File: src/rtl/lru_victim_ctrl.sv
`default_nettype none
// ---------------------------------------------------------------------------
// lru_victim_ctrl : per-set age counters with a sequential min-age victim
//                   scan offered over a valid/ready handshake.   Rev 1.0
// ---------------------------------------------------------------------------
module lru_victim_ctrl #(
  parameter int WAYS  = 4,
  parameter int N     = 3,
  parameter int IDX_W = $clog2(WAYS)
) (
  input  logic             clk,
  input  logic             rst,
  input  logic             touch_en,
  input  logic [IDX_W-1:0] touch_way,
  input  logic             victim_req,
  output logic             victim_valid,
  input  logic             victim_ready,
  output logic [IDX_W-1:0] victim_way,
  output logic             busy,
  output logic [WAYS-1:0]  lru_vec
);

  typedef enum logic [1:0] {
    S_IDLE  = 2'd0,
    S_SCAN  = 2'd1,
    S_OFFER = 2'd2
  } state_t;

  localparam logic [N-1:0]     MAX_AGE  = '1;
  localparam logic [IDX_W-1:0] LAST_IDX = IDX_W'(WAYS - 1);

  state_t           state;
  logic [N-1:0]     age [WAYS];
  logic [IDX_W-1:0] scan_idx;
  logic [IDX_W-1:0] best_idx;
  logic [N-1:0]     best_age;

  logic             way_ok;
  logic             accept;
  logic             upd_en;
  logic [IDX_W-1:0] upd_way;
  logic             cand_better;
  logic [IDX_W-1:0] cand_idx;
  logic [N-1:0]     cand_age;

  // Out-of-range touch indices only exist when WAYS is not a power of two.
  generate
    if (WAYS == (1 << IDX_W)) begin : g_pow2
      assign way_ok = 1'b1;
    end else begin : g_npow2
      assign way_ok = (touch_way <= LAST_IDX);
    end
  endgenerate

  // The accept touch takes priority; a simultaneous external touch is dropped.
  assign accept  = (state == S_OFFER) && victim_ready;
  assign upd_en  = accept || (touch_en && way_ok);
  assign upd_way = accept ? victim_way : touch_way;

  // Strict compare keeps the earliest index on ties.
  assign cand_better = (age[scan_idx] < best_age);
  assign cand_idx    = cand_better ? scan_idx : best_idx;
  assign cand_age    = cand_better ? age[scan_idx] : best_age;

  generate
    for (genvar i = 0; i < WAYS; i++) begin : g_lru
      assign lru_vec[i] = (age[i] == '0);
    end
  endgenerate

  always_ff @(posedge clk) begin
    if (rst) begin
      state        <= S_IDLE;
      victim_valid <= 1'b0;
      victim_way   <= '0;
      busy         <= 1'b0;
      scan_idx     <= '0;
      best_idx     <= '0;
      best_age     <= '1;
      for (int j = 0; j < WAYS; j++) begin
        age[j] <= '0;
      end
    end else begin
      if (upd_en) begin
        for (int j = 0; j < WAYS; j++) begin
          if (IDX_W'(j) == upd_way) begin
            age[j] <= MAX_AGE;
          end else if (age[j] != '0) begin
            age[j] <= age[j] - 1'b1;
          end
        end
      end

      case (state)
        S_IDLE: begin
          if (victim_req) begin
            state    <= S_SCAN;
            busy     <= 1'b1;
            scan_idx <= '0;
            best_age <= '1;
            best_idx <= '0;
          end
        end
        S_SCAN: begin
          best_age <= cand_age;
          best_idx <= cand_idx;
          scan_idx <= scan_idx + 1'b1;
          if (scan_idx == LAST_IDX) begin
            state        <= S_OFFER;
            victim_valid <= 1'b1;
            victim_way   <= cand_idx;
          end
        end
        S_OFFER: begin
          if (victim_ready) begin
            state        <= S_IDLE;
            victim_valid <= 1'b0;
            busy         <= 1'b0;
          end
        end
        default: begin
          state        <= S_IDLE;
          victim_valid <= 1'b0;
          busy         <= 1'b0;
        end
      endcase
    end
  end

endmodule
`default_nettype wire

File: config.mk
export PLATFORM = sky130hd
export DESIGN_NAME = lru_victim_ctrl
export DESIGN_NICKNAME = d
export VERILOG_FILES = /design/src/rtl/lru_victim_ctrl.sv
export SDC_FILE = /design/constraint.sdc
export NUM_CORES = 1
export LEC_CHECK = 0
export BUFFER_PORTS_ARGS = -buffer_cell sky130_fd_sc_hd__buf_2
export CORE_ASPECT_RATIO = 1.4
export CORE_UTILIZATION = 52
export DETAILED_ROUTE_END_ITERATION = 7
export PLACE_DENSITY_LB_ADDON = 0.08
export SETUP_SLACK_MARGIN = 0.1
export SYNTH_ARGS = -nofsm -noshare
export SYNTH_HDL_FRONTEND = slang
export SYNTH_SLANG_ARGS = --single-unit
File: constraint.sdc
create_clock -name clk -period 1.98 [get_ports clk]
set_input_delay 0.495 -clock clk [delete_from_list [all_inputs] [get_ports clk]]
set_output_delay 0.495 -clock clk [all_outputs]
set_load 0.05 [all_outputs]
* Word-level counts from Yosys, hierarchy flattened
Memory sizes are Yosys's and may differ from the RTL's. A register that Yosys moved wholly into a read port is not among the register bits.
Cells that the tools add are included.
** Word-level totals
- Register bits :: 13
- Bits in writable memories :: 12
- Input bits :: 7
- Output and inout bits :: 8
- Logic and storage cells :: 118
- Memories :: 1
** Cells by class
- Add/subtract/negate cells :: 5
- Magnitude comparators :: 1
- Equality and inequality tests :: 10
- Muxes and demuxes :: 65
- Bitwise gates (word level) :: 10
- Reduce and logical (&&, ||, !) cells :: 19
** Memory list
- age :: depth 4, bits a word 3, rd ports 5, clocked after Yosys merged registers in 1, wr ports 4, RTL line 33 : logic [N-1:0] age [WAYS];
** Operator list (number)
- $mux W1 :: 41
- $mux W3 :: 10
- $mux W2 :: 8
- $logic_not A3 Y1 :: 4
- $reduce_and A3 Y1 :: 4
- $reduce_bool A3 Y1 :: 4
- $sub A3 B1 Y3 const B :: 4
- $ne A2 B2 Y1 const B :: 4
- $or A1 B1 Y1 :: 8
- $pmux W2 S2 :: 2
- $pmux W1 S3 :: 2
- $pmux W2 S3 :: 1
- $pmux W3 S2 :: 1
- $eq A2 B2 Y1 const A :: 2
- $eq A2 B2 Y1 const B :: 2
- $logic_not A2 Y1 :: 2
- $reduce_and A2 Y1 :: 2
- $lt A3 B3 Y1 :: 1
- $add A2 B1 Y2 const B :: 1
- $eq A1 B2 Y1 const A :: 1
- $eq A2 B1 Y1 const B :: 1
- $not A1 Y1 :: 2
- $reduce_bool A2 Y1 :: 1
- $logic_and A1 B1 Y1 :: 1
- $logic_or A1 B1 Y1 :: 1

* Logic depth before layout (Yosys ltp)
Gate-level depths: netlist of the first run.
- Depth after elaboration :: 10
- Mapped depth :: 6
- Gate-level depth less buffers :: 6

* Worst setup path before layout of the first run
Ideal clock, no wire load.
- Kind :: register to register
- Start point :: reg with a tool-made name
- End point :: reg best_age[1]
- Data arrival time :: 2.013 ns
- Data required time :: 1.846 ns
- Setup slack :: -0.168 ns
- Cell stages (with the launch flop) :: 7
- Path buffers :: 0
- Path through :: dfxtp_1 > mux4_2 > ha_1 > a21oi_1 > nand2_1 > a2111oi_1 > a211oi_1
** RTL lines
- end signal, assigned :: RTL line 105 : best_age <= cand_age;
- end, declared :: RTL line 36 : logic [N-1:0] best_age;

==> qor.txt, run 1 <==
Post-synth EDFFs - 12
GP Congestion - 0.8150
IO Count - 15
Final Setup Violations - 2
diode count - 0
Hold Crit Class - reg2reg
Final Max Tran Viols - 0
count of state elements after synthesis - 27
GRT overflow - 0
DRT iter0 DRCs - 25
multi-input logic area - 927.1 µm²
Post-Syn Nets - 188
layout cell share with drive strength beyond 1 - 31.05%
Setup crit start kind - register
nets@finish - 209
CTS Buf Count - 3
later-pin clock latency in the skew report - 0.27 ns
CTS tree - done
DP Worst Slack - -0.06483 ns
IO buf count - 14
number of global-route vias before repair - 1408
number of nets with antenna violations after routing - 0
fill cell total of the finished layout - 262
Num Clock Sinks - 27
WL/cell - 16.30 µm
skew final - 0.001923 ns
Pwr Total - 0.001426 W
commonest non-fill, non-tap cell in the layout - inv_1
Placement Cell Area - 1784 µm²
RSZ-0062 raised after global routing - yes
synth-to-layout area growth - 18.89%
Max Cap Violations - 0
DRT Wirelength - 3699 µm
Clock transition at path regs - 0.09 ns
run status - complete, but fails checks
most frequent cells in the layout - 18 x inv_1, 16 x a21oi_1, 15 x nand2_1
Fmax - 497.1 MHz
crit-path max FO - 4
Static Leak - 0.8191 nW
first-pass GRT wire length - 6065 µm
violated checks - setup timing
Vias - 1317
Register Area - 668.1 µm²
DRT Pass-1 Iters - 4
worst setup margin - -0.03163 ns
CP Class - reg2reg
fin crit share - 101.6%
Max clock buf depth - 2
root buf cell - clkbuf_8
Seq/Total Area, Yosys - 41.22%
Max H-tree Level - 1
GRT Total Usage - 25.05%
Reg2Reg Depth - 6
final core utilization - 65.56%
routed vias/inst - 5.802
initial antenna violation count - 0
post-DP HPWL - 2979 µm
Synth Flop Type - dfxtp_1
Mapped Cells - 170
Die Footprint - 3311 µm²
ys async rst share - 0%
Yosys Warn Count - 0
Die Ht - 67.69 µm
Syn Area/Cell - 9.428 µm²
largest net degree at the start of global routing - 15
Peak VDD IR - 433.7 µV
worst-margin pin slew - 0.3862 ns
hold_ws - 0.4807 ns
post-layout instance area - 1906 µm²
Req. time, crit path - 2.18 ns
crit path time final - 2.012 ns
Synth Cell Area - 1603 µm²
Starting Density - 55.14%
final hold vios - 0
# rows - 23
drc violations - 0
pwr dens - 748.5 nW/µm²
critical path arrival - 2.21 ns
Worst slew margin - 73.52%
Netlist cell types - 39
Core ar. - 2907 µm²
crit end category - register
worst hold stages - 2
chip width - 48.92 µm
[where the power goes]
| part | internal (W) | switching, W |
|---|---|---|
| combinational | 0.000192 | 0.000250 |
| clock | 0.000144 | 0.000170 |
| sequential | 0.000635 | 0.0000359 |
| total | 0.000971 | 0.000455 |
[stage by stage]
stage	TNS, ns	cells
2_1_floorplan	0	170
3_3_place_gp	-0.04068	220
3_5_place_dp	-0.1508	220
4_1_cts	-0.09820	226
5_1_grt	-0.5022	227
6_report	-0.06002	227
[synth_stat cells (2+ instances only)]
library cell	n	area, µm²
o31ai_1	3	22.52
mux2_2	2	22.52
nand3_1	2	10.01
nor3_1	5	25.02
inv_1	18	67.56
edfxtp_1	12	360.4
a221oi_2	2	30.03
o21ai_0	3	15.01
nand2b_1	3	18.77
or2_2	9	56.30
dfxtp_1	15	300.3
mux4_2	2	45.04
buf_2	2	10.01
a21oi_1	17	85.08
a31oi_1	4	25.02
clkbuf_1	3	11.26
nor3b_1	2	15.01
a211oi_1	2	15.01
nand2_1	17	63.81
nor2_1	13	48.80
mux2i_1	6	60.06
ha_1	11	137.6
[sequential cells by signal (all words and copies together), names as in the netlist, named ones only]
name,cells
age,12
best_age,3
best_idx,2
scan_idx,2
state,2
victim_way,2
busy,1
victim_valid,1
[layout make-up]
class	count	area share [%]
Clock buffer	4	2.364
Inverter	19	3.743
Multi-Input combinational cell	119	48.65
Sequential cell	27	35.06
Tap cell	37	2.429
Timing Repair Buffer	21	7.748
[cell families after synthesis]
| kind of cell | after synthesis | share of synthesized area (%) |
|---|---|---|
| muxes | 11 | 8.821 |
| DFF | 27 | 41.22 |
| AOI/OAI and AO/OA | 41 | 18.50 |
| adders and majority gates | 11 | 8.587 |
| buffers and inverters | 24 | 5.776 |
| and+or+nand+nor | 56 | 17.10 |
[final timing paths]
kind                                   from           to  slack, ns
worst max register to register    age[3][1]  best_idx[0]      -0.03
worst max-delay path              age[3][1]  best_idx[0]      -0.03
worst min-delay path            best_idx[1]  best_idx[1]       0.48
worst min register to register  best_idx[1]  best_idx[1]       0.48
[worst max-delay path: stages, from the launching register on]
cell and delay (ns):
edfxtp_1 0.43, mux4_2 0.54, ha_4 0.30, nand2_4 0.05, a31oi_4 0.22, a21o_4 0.19
mux2i_1 0.20
[repair_timing]
action | CTS | global route
hold buffers | 0 | 0
pin swaps | 3 | 1
buffers inserted | 2 | 1
resized for setup | 8 | 7
setup endpoints to repair | 11 | 11
[per-layer routing]
| metal | track usage [%] | wire, µm | vias to the layer above |
|---|---|---|---|
| li1 | - | - | 648 |
| met2 | 50.17 | 2053 | 38 |
| met5 | 0 | 0 | - |
| met3 | 2.477 | 97 | 19 |
| met4 | 18.38 | 173 | 0 |
| met1 | 23.46 | 1374 | 612 |
No activity file was read; power rests on OpenSTA's default activity.
==> run 2, diff against run 1 <==
- BUFFER_PORTS_ARGS: -buffer_cell sky130_fd_sc_hd__buf_2 -> -buffer_cell sky130_fd_sc_hd__buf_4
- SETUP_SLACK_MARGIN: 0.1 -> unset
==> qor.txt, run 2 (same netlist as run 1, synthesis figures left out) <==
Num Clock Sinks - 27 (unchanged)
Pwr Total - 0.001453 W (+1.9%)
slowest cell on the critical path - mux4_2
number of nets with antenna violations after routing - 0 (unchanged)
biggest regs - age x12, best_age x3
Setup crit start kind - register
diode count - 0 (unchanged)
reg2reg end - best_age[2]
Starting Density - 55.14% (unchanged)
Fmax - 484.6 MHz (-2.5%)
DRT iter0 DRCs - 17 (-32%)
crit path cell chain - mux4_2, ha_4, nand2_4, a31oi_4, buf_4, a2111oi_4, a211oi_2
number of global-route vias before repair - 1352 (-4.0%)
routed length on met2 - 2019 µm (-1.7%)
DRT Wirelength - 3771 µm (+1.9%)
Met3 Wirelength - 100 µm (+3.1%)
post-layout instance area - 1989 µm² (+4.4%)
GP Congestion - 0.9101 (+12%)
largest net degree at the start of global routing - 17 (+2)
routed vias/inst - 5.791 (-0.19%)
final hold vios - 0 (unchanged)
final setup TNS - -0.3138 ns (-0.2538 ns)
fill cell total of the finished layout - 227 (-13%)
worst stage delay on the critical path - 0.54 ns (about the same)
Placement Cell Area - 1823 µm² (+2.2%)
RSZ-0062 raised after global routing - yes
Crit path buffers/inverters - 1 (+1)
later-pin clock latency in the skew report - 0.27 ns (about the same)
GRT Total Usage - 24.61% (-0.44 points)
metal1 wirelength - 1515 µm (+10%)
r2r setup slk - -0.08 ns (-0.05 ns)
crit path time final - 2.064 ns (+0.05195 ns)
Die Ht - 67.69 µm (unchanged)
crit-path max FO - 4 (unchanged)
largest reg by FF count - age
worst setup margin - -0.08358 ns (-0.05195 ns)
crit-path leading delay family - multiplexers
worst r2r src - age[3][2]
skew final - 0.002120 ns (+0.0001970 ns)
worst-margin pin slew - 0.4404 ns (+0.05420 ns)
violated checks - setup timing
CTS Buf Count - 3 (unchanged)
commonest non-fill, non-tap cell in the layout - buf_4
IO buf count - 14 (unchanged)
drc violations - 0 (unchanged)
Static Leak - 0.8616 nW (+5.2%)
CTS Hold Bufs - 0 (unchanged)
Max clock buf depth - 2 (unchanged)
# rows - 23 (unchanged)
pwr dens - 730.4 nW/µm² (-2.4%)
crit end category - register
Die Footprint - 3311 µm² (unchanged)
HP Start - best_idx[0]
Core ar. - 2907 µm² (unchanged)
IO Count - 15 (unchanged)
WL/cell - 16.12 µm (-1.1%)
Reg2Reg Depth - 7 (+1)
synth-to-layout area growth - 24.12%
DRT Pass-1 Iters - 4 (unchanged)
chip width - 48.92 µm (unchanged)
GRT overflow - 0 (unchanged)
Max Cap Violations - 0 (unchanged)
initial antenna violation count - 0 (unchanged)
Worst slew margin - 70.58% (-2.9 points)
most frequent cells in the layout - 28 x buf_4, 18 x inv_1, 16 x a21oi_1
Max H-tree Level - 1 (unchanged)
run status - complete, but fails checks
worst hold stages - 2 (unchanged)
critical path arrival - 2.26 ns (+0.05 ns)
root buf cell - clkbuf_8
Final Setup Violations - 7 (+5)
Final Max Tran Viols - 0 (unchanged)
max reg flops - 12 (unchanged)
Hold Crit Class - reg2reg
CP Class - reg2reg
post-DP HPWL - 2929 µm (-1.7%)
CTS tree - done
final core utilization - 68.45% (+2.9 points)
first-pass GRT wire length - 5947 µm (-1.9%)
Worst Hold End - best_idx[0]
nets@finish - 216 (+3.3%)
layout cell share with drive strength beyond 1 - 32.99% (+1.9 points)
Peak VDD IR - 580.2 µV (+34%)
fin crit share - 104.2% (+2.6 points)
Req. time, crit path - 2.18 ns (about the same)
Top Layer Used - met4
Clock transition at path regs - 0.09 ns (about the same)
Vias - 1355 (+2.9%)
run 2: cell count changes in the layout (fill, tap and decap cells not counted), moves of 2 or more:
cell       delta
buf_4        +21
buf_2        -10
buf_6         -4
ha_1          +4
ha_2          -3
a2111oi_2     -2
a2111oi_4     +2
dfxtp_4       -2
run 2: how the worst max path moves through the flow:
stage / end / startpoint / depth (start not counted) / slack, ns
after floorplan: best_age[1] / register / 6 / 0.03
after global placement: victim_way[1] / age[3][2] / 6 / -0.04
after detailed placement: victim_way[1] / age[3][2] / 6 / -0.11
after CTS: victim_way[1] / age[3][2] / 6 / -0.06
after global routing: victim_way[1] / age[3][2] / 6 / -0.15
final: best_age[2] / age[3][2] / 7 / -0.08
run 2: layer usage:
metal | up-vias | GRT usage (%)
met2 | 43 | 47.40
met1 | 636 | 24.72
li1 | 662 | -
met4 | 0 | 16.91
met3 | 14 | 2.928
met5 | - | 0
run 2: tightest hold or removal path, delay by kind of cell (launching register included):
kind          cells  cell delay [ns]
simple gates      1             0.06
mux               1             0.06
flops             1             0.33
run 2: per-stage QoR:
step                      hold slack [ns]  setup slack (ns)  std cells
final                              0.4874          -0.08358        234
after global routing               0.5131           -0.1489        234
after CTS                          0.4835          -0.06175        231
after detailed placement           0.4706           -0.1118        225
after global placement             0.4562          -0.03520        225
after floorplan                    0.4384           0.02806        170
run 2: area by class of cell:
type	count	area, µm²	share of cell area, %
Clock buffer	4	45.04	2.264
Timing Repair Buffer	28	210.2	10.57
Sequential cell	27	661.9	33.27
Tap cell	37	46.29	2.327
Multi-Input combinational cell	119	954.7	47.99
Inverter	19	71.32	3.585
run 2: power by group:
part | internal (W) | leakage [nW] | switching [W] | total (W)
clock network | 0.000144 | 0.0228 | 0.000171 | 0.000315
logic | 0.000207 | 0.591 | 0.000260 | 0.000467
registers | 0.000636 | 0.248 | 0.0000350 | 0.000671
run 2: repair_timing:
action	CTS	global route
setup buffers	2	3
resized for setup	3	10
pin swaps	3	3
setup endpoints to repair	7	7
